### config.mk
export PLATFORM = sky130hd
export DESIGN_NAME = control_sequencer_flat
export DESIGN_NICKNAME = d
export VERILOG_FILES = /design/src/rtl/control_sequencer_if.sv /design/src/rtl/control_sequencer.sv /design/src/flat_wrapper.sv
export SDC_FILE = /design/constraint.sdc
export NUM_CORES = 1
export LEC_CHECK = 0
export CAP_MARGIN = 20
export CORE_UTILIZATION = 43
export DETAILED_ROUTE_END_ITERATION = 8
export PLACE_DENSITY_LB_ADDON = 0.3
export SYNTH_ARGS = -nofsm -noshare
export SYNTH_HDL_FRONTEND = slang
export SYNTH_SLANG_ARGS = --single-unit
### constraint.sdc
create_clock -name Clock -period 3.2 [get_ports Clock]
set_input_delay 0.48 -clock Clock [delete_from_list [all_inputs] [get_ports Clock]]
set_output_delay 0.48 -clock Clock [all_outputs]
set_load 0.05 [all_outputs]
### src/rtl/control_sequencer_if.sv
// Control bundle between control_sequencer and the datapath: the decoded
// instruction inputs plus every load enable, bus select and memory strobe.
interface control_sequencer_if;
    logic [31:0] IR;
    logic        CON;
    logic        Stop;

    logic HIin, LOin, PCin, MDRin, Zin, Yin, MARin, IRin, CONin, OUTPORTin;
    logic HIout, LOout, ZHIout, ZLOout, PCout, MDRout, INPORTout, Cout;
    logic Gra, Grb, Grc, Rin, Rout, BAout;
    logic Read, write, IncPC;
    logic ALUadd;
    logic Run;
    logic [4:0] Present_state;

    modport master (
        input  IR, CON, Stop,
        output HIin, LOin, PCin, MDRin, Zin, Yin, MARin, IRin, CONin, OUTPORTin,
        output HIout, LOout, ZHIout, ZLOout, PCout, MDRout, INPORTout, Cout,
        output Gra, Grb, Grc, Rin, Rout, BAout,
        output Read, write, IncPC, ALUadd, Run, Present_state
    );

    modport slave (
        output IR, CON, Stop,
        input  HIin, LOin, PCin, MDRin, Zin, Yin, MARin, IRin, CONin, OUTPORTin,
        input  HIout, LOout, ZHIout, ZLOout, PCout, MDRout, INPORTout, Cout,
        input  Gra, Grb, Grc, Rin, Rout, BAout,
        input  Read, write, IncPC, ALUadd, Run, Present_state
    );
endinterface

### src/rtl/control_sequencer.sv
// Hardwired control unit: fetch (T0-T2) plus per-opcode execute steps (T3-T7),
// with every strobe a registered Moore decode of the state being entered.
module control_sequencer (
    input  logic                Clock,
    input  logic                Reset_n,
    control_sequencer_if.master bus
);

    typedef enum logic [4:0] {
        RESET_ST = 5'd0,
        T0       = 5'd1,
        T1       = 5'd2,
        T2       = 5'd3,
        T3       = 5'd4,
        T4       = 5'd5,
        T5       = 5'd6,
        T6       = 5'd7,
        T7       = 5'd8,
        HALT     = 5'd9
    } state_t;

    typedef enum logic [3:0] {
        C_NOP  = 4'd0,
        C_LD   = 4'd1,
        C_LDI  = 4'd2,
        C_ST   = 4'd3,
        C_R    = 4'd4,
        C_ADDI = 4'd5,
        C_BR   = 4'd6,
        C_JR   = 4'd7,
        C_JAL  = 4'd8,
        C_IN   = 4'd9,
        C_OUT  = 4'd10,
        C_MFHI = 4'd11,
        C_MFLO = 4'd12,
        C_HALT = 4'd13
    } op_class_t;

    typedef struct packed {
        logic hi_in, lo_in, pc_in, mdr_in, z_in, y_in, mar_in, ir_in, con_in, outport_in;
        logic hi_out, lo_out, zhi_out, zlo_out, pc_out, mdr_out, inport_out, c_out;
        logic gra, grb, grc, r_in, r_out, ba_out;
        logic read, write, inc_pc, alu_add;
        logic br_pc;
    } ctrl_t;

    function automatic op_class_t classify(input logic [4:0] op);
        op_class_t c;
        case (op)
            5'b00000: c = C_LD;
            5'b00001: c = C_LDI;
            5'b00010: c = C_ST;
            5'b00011, 5'b00100, 5'b00101, 5'b00110: c = C_R;
            5'b01100: c = C_ADDI;
            5'b10010: c = C_BR;
            5'b10011: c = C_JR;
            5'b10100: c = C_JAL;
            5'b10101: c = C_IN;
            5'b10110: c = C_OUT;
            5'b10111: c = C_MFHI;
            5'b11000: c = C_MFLO;
            5'b11010: c = C_HALT;
            default:  c = C_NOP;
        endcase
        return c;
    endfunction

    function automatic state_t last_step(input op_class_t c);
        state_t s;
        case (c)
            C_LD, C_ST:                                  s = T7;
            C_BR:                                        s = T6;
            C_LDI, C_R, C_ADDI:                          s = T5;
            C_JAL:                                       s = T4;
            C_JR, C_IN, C_OUT, C_MFHI, C_MFLO, C_HALT:   s = T3;
            default:                                     s = T2;
        endcase
        return s;
    endfunction

    function automatic ctrl_t decode(input state_t st, input op_class_t c);
        ctrl_t d;
        d = '0;
        case (st)
            T0: begin d.pc_out = 1'b1; d.mar_in = 1'b1; end
            T1: begin d.read = 1'b1; d.mdr_in = 1'b1; d.pc_in = 1'b1; d.inc_pc = 1'b1; end
            T2: begin d.mdr_out = 1'b1; d.ir_in = 1'b1; end
            T3: begin
                case (c)
                    C_LD, C_LDI, C_ST: begin d.grb = 1'b1; d.r_out = 1'b1; d.ba_out = 1'b1; d.y_in = 1'b1; end
                    C_R, C_ADDI:       begin d.grb = 1'b1; d.r_out = 1'b1; d.y_in = 1'b1; end
                    C_BR:              begin d.gra = 1'b1; d.r_out = 1'b1; d.con_in = 1'b1; end
                    C_JR:              begin d.gra = 1'b1; d.r_out = 1'b1; d.pc_in = 1'b1; end
                    C_JAL:             begin d.pc_out = 1'b1; d.grb = 1'b1; d.r_in = 1'b1; end
                    C_IN:              begin d.inport_out = 1'b1; d.gra = 1'b1; d.r_in = 1'b1; end
                    C_OUT:             begin d.gra = 1'b1; d.r_out = 1'b1; d.outport_in = 1'b1; end
                    C_MFHI:            begin d.hi_out = 1'b1; d.gra = 1'b1; d.r_in = 1'b1; end
                    C_MFLO:            begin d.lo_out = 1'b1; d.gra = 1'b1; d.r_in = 1'b1; end
                    default:           d = '0;
                endcase
            end
            T4: begin
                case (c)
                    C_LD, C_LDI, C_ST, C_ADDI: begin d.c_out = 1'b1; d.alu_add = 1'b1; d.z_in = 1'b1; end
                    C_R:               begin d.grc = 1'b1; d.r_out = 1'b1; d.z_in = 1'b1; end
                    C_BR:              begin d.pc_out = 1'b1; d.y_in = 1'b1; end
                    C_JAL:             begin d.gra = 1'b1; d.r_out = 1'b1; d.pc_in = 1'b1; end
                    default:           d = '0;
                endcase
            end
            T5: begin
                case (c)
                    C_LD, C_ST:        begin d.zlo_out = 1'b1; d.mar_in = 1'b1; end
                    C_LDI, C_R, C_ADDI: begin d.zlo_out = 1'b1; d.gra = 1'b1; d.r_in = 1'b1; end
                    C_BR:              begin d.c_out = 1'b1; d.alu_add = 1'b1; d.z_in = 1'b1; end
                    default:           d = '0;
                endcase
            end
            T6: begin
                case (c)
                    C_LD:              begin d.read = 1'b1; d.mdr_in = 1'b1; end
                    C_ST:              begin d.gra = 1'b1; d.r_out = 1'b1; d.mdr_in = 1'b1; end
                    C_BR:              begin d.zlo_out = 1'b1; d.br_pc = 1'b1; end
                    default:           d = '0;
                endcase
            end
            T7: begin
                case (c)
                    C_LD:              begin d.mdr_out = 1'b1; d.gra = 1'b1; d.r_in = 1'b1; end
                    C_ST:              d.write = 1'b1;
                    default:           d = '0;
                endcase
            end
            default: d = '0;
        endcase
        return d;
    endfunction

    state_t    state_r;
    op_class_t class_r;
    ctrl_t     ctrl_r;
    logic      run_r;

    op_class_t cur_class_s;
    state_t    next_state_s;
    ctrl_t     next_ctrl_s;
    logic      unused_ir_s;

    assign unused_ir_s = ^bus.IR[26:0];

    // Next-state logic; during T2 the opcode comes straight from IR, afterwards from the latch.
    always_comb begin
        next_state_s = RESET_ST;
        if (state_r == T2) begin
            cur_class_s = classify(bus.IR[31:27]);
        end else begin
            cur_class_s = class_r;
        end
        case (state_r)
            RESET_ST: next_state_s = T0;
            T0, T1:   next_state_s = state_t'(state_r + 5'd1);
            T2, T3, T4, T5, T6, T7: begin
                if (state_r == last_step(cur_class_s)) begin
                    if ((cur_class_s == C_HALT) || bus.Stop) begin
                        next_state_s = HALT;
                    end else begin
                        next_state_s = T0;
                    end
                end else begin
                    next_state_s = state_t'(state_r + 5'd1);
                end
            end
            HALT:     next_state_s = HALT;
            default:  next_state_s = RESET_ST;
        endcase
        next_ctrl_s = decode(next_state_s, cur_class_s);
    end

    // Sequencer state, opcode latch and registered strobes for the step being entered.
    always_ff @(posedge Clock or negedge Reset_n) begin
        if (!Reset_n) begin
            state_r <= RESET_ST;
            class_r <= C_NOP;
            ctrl_r  <= '0;
            run_r   <= 1'b0;
        end else begin
            state_r <= next_state_s;
            if (state_r == T2) begin
                class_r <= cur_class_s;
            end
            ctrl_r  <= next_ctrl_s;
            run_r   <= (next_state_s != RESET_ST) && (next_state_s != HALT);
        end
    end

    // The only combinational input path: branch taken when CON is high during br T6.
    assign bus.PCin          = ctrl_r.pc_in | (ctrl_r.br_pc & bus.CON);
    assign bus.HIin          = ctrl_r.hi_in;
    assign bus.LOin          = ctrl_r.lo_in;
    assign bus.MDRin         = ctrl_r.mdr_in;
    assign bus.Zin           = ctrl_r.z_in;
    assign bus.Yin           = ctrl_r.y_in;
    assign bus.MARin         = ctrl_r.mar_in;
    assign bus.IRin          = ctrl_r.ir_in;
    assign bus.CONin         = ctrl_r.con_in;
    assign bus.OUTPORTin     = ctrl_r.outport_in;
    assign bus.HIout         = ctrl_r.hi_out;
    assign bus.LOout         = ctrl_r.lo_out;
    assign bus.ZHIout        = ctrl_r.zhi_out;
    assign bus.ZLOout        = ctrl_r.zlo_out;
    assign bus.PCout         = ctrl_r.pc_out;
    assign bus.MDRout        = ctrl_r.mdr_out;
    assign bus.INPORTout     = ctrl_r.inport_out;
    assign bus.Cout          = ctrl_r.c_out;
    assign bus.Gra           = ctrl_r.gra;
    assign bus.Grb           = ctrl_r.grb;
    assign bus.Grc           = ctrl_r.grc;
    assign bus.Rin           = ctrl_r.r_in;
    assign bus.Rout          = ctrl_r.r_out;
    assign bus.BAout         = ctrl_r.ba_out;
    assign bus.Read          = ctrl_r.read;
    assign bus.write         = ctrl_r.write;
    assign bus.IncPC         = ctrl_r.inc_pc;
    assign bus.ALUadd        = ctrl_r.alu_add;
    assign bus.Run           = run_r;
    assign bus.Present_state = state_r;

endmodule

### src/flat_wrapper.sv
// flat-port wrapper written by rule: the top's interface ports become plain ports
module control_sequencer_flat 
  (Clock, Reset_n, bus_IR, bus_CON, bus_Stop, bus_HIin, bus_LOin, bus_PCin, bus_MDRin, bus_Zin, bus_Yin, bus_MARin, bus_IRin, bus_CONin, bus_OUTPORTin, bus_HIout, bus_LOout, bus_ZHIout, bus_ZLOout, bus_PCout, bus_MDRout, bus_INPORTout, bus_Cout, bus_Gra, bus_Grb, bus_Grc, bus_Rin, bus_Rout, bus_BAout, bus_Read, bus_write, bus_IncPC, bus_ALUadd, bus_Run, bus_Present_state);
  control_sequencer_if bus_i ();
  input  logic Clock;
  input  logic Reset_n;
  input wire logic [$bits(bus_i.IR)-1:0] bus_IR;
  input wire logic [$bits(bus_i.CON)-1:0] bus_CON;
  input wire logic [$bits(bus_i.Stop)-1:0] bus_Stop;
  output wire logic [$bits(bus_i.HIin)-1:0] bus_HIin;
  output wire logic [$bits(bus_i.LOin)-1:0] bus_LOin;
  output wire logic [$bits(bus_i.PCin)-1:0] bus_PCin;
  output wire logic [$bits(bus_i.MDRin)-1:0] bus_MDRin;
  output wire logic [$bits(bus_i.Zin)-1:0] bus_Zin;
  output wire logic [$bits(bus_i.Yin)-1:0] bus_Yin;
  output wire logic [$bits(bus_i.MARin)-1:0] bus_MARin;
  output wire logic [$bits(bus_i.IRin)-1:0] bus_IRin;
  output wire logic [$bits(bus_i.CONin)-1:0] bus_CONin;
  output wire logic [$bits(bus_i.OUTPORTin)-1:0] bus_OUTPORTin;
  output wire logic [$bits(bus_i.HIout)-1:0] bus_HIout;
  output wire logic [$bits(bus_i.LOout)-1:0] bus_LOout;
  output wire logic [$bits(bus_i.ZHIout)-1:0] bus_ZHIout;
  output wire logic [$bits(bus_i.ZLOout)-1:0] bus_ZLOout;
  output wire logic [$bits(bus_i.PCout)-1:0] bus_PCout;
  output wire logic [$bits(bus_i.MDRout)-1:0] bus_MDRout;
  output wire logic [$bits(bus_i.INPORTout)-1:0] bus_INPORTout;
  output wire logic [$bits(bus_i.Cout)-1:0] bus_Cout;
  output wire logic [$bits(bus_i.Gra)-1:0] bus_Gra;
  output wire logic [$bits(bus_i.Grb)-1:0] bus_Grb;
  output wire logic [$bits(bus_i.Grc)-1:0] bus_Grc;
  output wire logic [$bits(bus_i.Rin)-1:0] bus_Rin;
  output wire logic [$bits(bus_i.Rout)-1:0] bus_Rout;
  output wire logic [$bits(bus_i.BAout)-1:0] bus_BAout;
  output wire logic [$bits(bus_i.Read)-1:0] bus_Read;
  output wire logic [$bits(bus_i.write)-1:0] bus_write;
  output wire logic [$bits(bus_i.IncPC)-1:0] bus_IncPC;
  output wire logic [$bits(bus_i.ALUadd)-1:0] bus_ALUadd;
  output wire logic [$bits(bus_i.Run)-1:0] bus_Run;
  output wire logic [$bits(bus_i.Present_state)-1:0] bus_Present_state;
  assign bus_i.IR = bus_IR;
  assign bus_i.CON = bus_CON;
  assign bus_i.Stop = bus_Stop;
  assign bus_HIin = bus_i.HIin;
  assign bus_LOin = bus_i.LOin;
  assign bus_PCin = bus_i.PCin;
  assign bus_MDRin = bus_i.MDRin;
  assign bus_Zin = bus_i.Zin;
  assign bus_Yin = bus_i.Yin;
  assign bus_MARin = bus_i.MARin;
  assign bus_IRin = bus_i.IRin;
  assign bus_CONin = bus_i.CONin;
  assign bus_OUTPORTin = bus_i.OUTPORTin;
  assign bus_HIout = bus_i.HIout;
  assign bus_LOout = bus_i.LOout;
  assign bus_ZHIout = bus_i.ZHIout;
  assign bus_ZLOout = bus_i.ZLOout;
  assign bus_PCout = bus_i.PCout;
  assign bus_MDRout = bus_i.MDRout;
  assign bus_INPORTout = bus_i.INPORTout;
  assign bus_Cout = bus_i.Cout;
  assign bus_Gra = bus_i.Gra;
  assign bus_Grb = bus_i.Grb;
  assign bus_Grc = bus_i.Grc;
  assign bus_Rin = bus_i.Rin;
  assign bus_Rout = bus_i.Rout;
  assign bus_BAout = bus_i.BAout;
  assign bus_Read = bus_i.Read;
  assign bus_write = bus_i.write;
  assign bus_IncPC = bus_i.IncPC;
  assign bus_ALUadd = bus_i.ALUadd;
  assign bus_Run = bus_i.Run;
  assign bus_Present_state = bus_i.Present_state;
  control_sequencer u_core (.Clock(Clock), .Reset_n(Reset_n), .bus(bus_i));
endmodule
After elaboration in Yosys (flattened, before gate mapping)
Memories as Yosys holds them, arrays and structs flattened.
Cells that the tools add are included.
{ "classes": {"addsub": 1, "n_eq_ne": 32, "n_mux": 37, "bitwise": 2, "reduce_logical": 16} }
{ "op_table": {"columns": ["op", "count"], "rows": [
  ["$eq 5x3->1 const B", 8],
  ["$pmux 8 s5", 1],
  ["$eq 4x4->1 const B", 6],
  ["$mux 1", 23],
  ["$eq 5x2->1 const B", 4],
  ["$pmux 5 s4", 1],
  ["$pmux 6 s3", 1],
  ["$reduce_or 6->1", 3],
  ["$eq 4x3->1 const B", 4],
  ["$eq 5x4->1 const B", 3],
  ["$pmux 2 s3", 2],
  ["$eq 5x1->1 const B", 2],
  ["$mux 5", 2],
  ["$eq 4x2->1 const B", 2],
  ["$mux 4", 2],
  ["$pmux 2 s4", 1],
  ["$reduce_or 4->1", 2],
  ["$reduce_or 8->1", 1],
  ["$pmux 1 s2", 3],
  ["$reduce_or 2->1", 3],
  ["$reduce_or 3->1", 2],
  ["$add 5x1->5 const B", 1],
  ["$eq 5x5->1", 1],
  ["$logic_not 5->1", 1],
  ["9 further kinds", 9]
]} }
{ "totals": {"register_bits": 37, "romBits": 192, "output_inout_bits": 34, "word_cells": 120, "mem_count": 2} }
{ "mem_list": {"columns": ["memory", "words", "word_bits", "read_ports", "rd_ports_with_merged_regs", "wr", "line", "source"], "rows": [
  ["(no name shown)", 32, 4, 1, 0, 0, "control_sequencer.sv:49", "case (op)"],
  ["(no name shown)", 16, 4, 1, 0, 0, "control_sequencer.sv:70", "case (c)"]
]} }

Longest topological paths before layout
{ "logic_depth": {"depth_word": 9, "mapped_depth": 16, "ltp_nobuf": 14} }

Worst setup path after synthesis
OpenSTA, ideal clock, no wires.
{ "synth_timing": {"path_kind": "flip-flop to flip-flop", "startpoint": "reg u_core.state_r[1] (netlist: u_core.bus.Present_state[1])", "endpoint": "reg u_core.ctrl_r, in the netlist u_core.bus.Gra", "arrival_time_ps": 3689, "t_required_ps": 3067, "path_slack_ps": -622, "stages_incl_launch_ff": 14, "cell_sequence": "dfrtp_1 ha_1 or4b_1 buf_6 a22oi_4 inv_2 buf_6 nor3_2 o211ai_2 a32o_2 or3_4 o211ai_4 mux2i_1 o211ai_1"} }
{ "synth_rtl": {"columns": ["element", "line", "source"], "rows": [
  ["start: declaration", "control_sequencer.sv:139", "state_t state_r;"],
  ["start signal: assignment", "control_sequencer.sv:187", "state_r <= next_state_s;"],
  ["end signal: assignment", "control_sequencer.sv:191", "ctrl_r <= next_ctrl_s;"],
  ["end: declaration", "control_sequencer.sv:141", "ctrl_t ctrl_r;"]
]} }

==> impl_metrics.toml <==
[worst_setup_path]
cp_data_arrival_time_ns = 3.69
worstPathCellList = "ha_4 > or4b_4 > buf_12 > a22oi_4 > buf_8 > buf_4 > nand4_1 > a21o_1 > buf_4 > a2111oi_4 > nor2_4 > buf_4 > nor2_1 > nand3_2 > o211ai_1"
reg2reg_to = "u_core.bus.PCout"
cp_common_cell = "buf_4"
slowest_delay_ns = 0.47
critical_path.top_delay_family = "simple AND/OR/NAND/NOR gates"
reg2reg_slack_ns = -0.29
cp-start-kind = "flop"
slowest_stage = "or4b_4"
r2r-start = "u_core.bus.Present_state[0]"
worst-setup-path-type = "reg2reg"
cp-end-kind = "flop"
crit_required_ns = 3.40
crit_buf_inv = 5
rr_worst_depth = 15
crit_fanout = 9

[cells_and_area]
seq_area_um2 = 910
fin_cells = 438
nets = 412
n_fill_cell = 373
num_antenna_cells = 0
largest_register_ffs = 5
fin_area_mm2 = 0.00379
drive_gt1_share_pct = 44.0
multi_input_area_mm2 = 0.00161
synthToLayoutAreaGrowth_pct = 57.7
fin_util_pct = 72.4

[clock_network]
clock_latency_ns = 0.28
cts_tree = "done"
cts-buffers-inserted = 5
path_clk_slew_ns = 0.07
cts_root_buf = "clkbuf_8"
postCtsHoldBufs = 0
htreeDepth = 2
cts.path.max_buffers = 2
cts.sinks = 36

[grt]
grt_pass1_vias = 2479
grtUsageTotal_pct = 26.4
grt_max_degree = 37
grt_antenna_before_repair = 0
grt_pass1_wl_mm = 12.2
overflow = 0

[sta]
worst_slew_pin_slew_ns = 0.754
final.setup.tns_ns = -4.52
fmax_mhz = 286
finalSetupViolations = 28
finalWorstPathRequiredPeriod_ns = 3.49
skew_ns = 0.00331
finalMaxSlewViolations = 0
setup_ws_ns = -0.293
finalCritPeriodShare_pct = 109
slew_headroom_pct = 49.8
hold_violations = 0
grt_setup_unrepaired = "true"
holdWs_ns = 0.255

[floorplanning]
die_area_mm2 = 0.00590
io-pin-count = 70
rows = 26
die_h_um = 76.8
initial_core_util_pct = 45.9
core_area_mm2 = 0.00524
die_w_um = 76.8

[synthesis]
yosys_most_used_dff = "dfrtp_1"
avgSynthCellArea_um2 = 9.47
ys_types = 72
synth_most_common_cell = "dfrtp_1"
synth_area_leaders = "dfrtp_1 (37%), ha_1 (4.2%), nand2_1 (3.7%)"
postSynth.asyncResetShare_pct = 100
yosysSeqAreaShare_pct = 37.4
syn_inst = 254
synth_seq_cells = 36
yosys_warnings = 0
ys_top_cells_by_count = "dfrtp_1 (36), nand2_1 (24), nor2_1 (18)"
synth_area_mm2 = 0.00241
synth_top_area_cell = "dfrtp_1"
yosys.area.top_type_share_pct = 37.4
synth_edf_count = 0

[drt]
finalWirelength_mm = 7.64
num_vias = 2563
drc = 0
ant_nets = 0
first_pass_iters = 6
drt_iter0_markers = 184
viasPerCell = 5.85
wl_per_cell_um = 17.4

[place]
dpl_cell_area_mm2 = 0.00333
pre_cts_slack_ns = -0.902
io_buffers = 39
dp_cells = 411
finalWeightedCongestion = 0.901
dp_hpwl_mm = 4.83

[run_status]
status = "complete, but fails checks"
violations = "setup timing"

[power]
power_mw = 2.65
irDropWorstVdd_mv = 0.377
power.density_mw_per_mm2 = 699
p_leak_nw = 1.65

[flow_run]
cap_violations = 0

[hold_path]
hold_path_class = "in2async"
worst max path at each step:
stage                                            from  cells past startpoint           endpoint  slack, ns
after detailed placement                   bus_IR[27]                     13  u_core.bus.ZLOout      -0.90
after CTS                 u_core.bus.Present_state[0]                     13     u_core.bus.Gra      -0.18
after global routing      u_core.bus.Present_state[0]                     15   u_core.bus.PCout      -0.43
after floorplan           u_core.bus.Present_state[3]                     13     u_core.bus.Gra      -0.24
final                     u_core.bus.Present_state[0]                     15   u_core.bus.PCout      -0.29
after global placement                     bus_IR[27]                     14     u_core.bus.Rin      -0.79
what timing repair did:
| item | 4_1_cts | 5_1_grt |
|---|---|---|
| gates resized for setup | 50 | 8 |
| setup endpoints to repair | 31 | 31 |
| cloned | 1 | 0 |
| setup buffers | 17 | 2 |
| pin swaps | 32 | 1 |
layout make-up:
cell class | instances | share of cell area [%]
Multi-Input combinational cell | 190 | 42.5
Timing Repair Buffer | 121 | 27.7
Sequential cell | 36 | 24.0
Tap cell | 70 | 2.31
Clock buffer | 6 | 1.91
Inverter | 14 | 1.45
Clock inverter | 1 | 0.132
where the power goes:
part / leakage (nW) / switching (mW) / internal (mW)
logic: 1.13 / 1.06 / 0.731
clock network: 0.0410 / 0.150 / 0.148
registers: 0.483 / 0.0378 / 0.520
total: 1.65 / 1.25 / 1.40
logic make-up (layout without fill, tap and decap cells):
family                   count (synthesis)  after routing  share of synthesized area, %
AND/OR/NAND/NOR                        106            106                          24.6
AO/OA/AOI/OAI                           64             65                          23.7
flip-flops                              36             36                          37.4
buffers and inverters                   32            142                          7.28
adder cells (fa/ha/maj)                  8              8                          4.16
XOR/XNOR                                 4              4                          1.46
multiplexers                             3              3                          1.25
other                                    1              4                         0.156
per-layer routing:
| metal | vias up | GRT usage (%) | wire length [um] | part of all wire (%) |
|---|---|---|---|---|
| met5 | - | 0 | 0 | 0 |
| met3 | 44 | 4.88 | 576 | 7.5 |
| met4 | 0 | 13.5 | 327 | 4.3 |
| met2 | 159 | 42.7 | 3630 | 48 |
| met1 | 1200 | 33.7 | 3100 | 41 |
| li1 | 1160 | - | - | - |
layout by cell type, fill, tap and decap left out, types with 3 or more instances in the layout:
master,netlist,final
clkdlybuf4s50_1,0,33
nor2_4,1,4
nand2b_1,6,6
o211ai_1,5,5
conb_1,1,4
dfrtp_1,36,33
a21oi_2,1,3
nor4_1,5,3
nand3_1,14,10
o21ai_0,9,5
nand2_1,24,23
inv_1,11,9
buf_4,3,74
xnor2_1,3,3
nand3_2,1,4
mux2i_1,3,3
buf_6,5,5
nand4_1,8,8
o21ai_2,0,3
ha_1,8,7
inv_2,3,4
nor2_1,18,14
dlygate4sd2_1,0,3
nor3_2,1,7
clkbuf_8,0,5
a21oi_1,8,5
(Power assumes the default switching activity.)
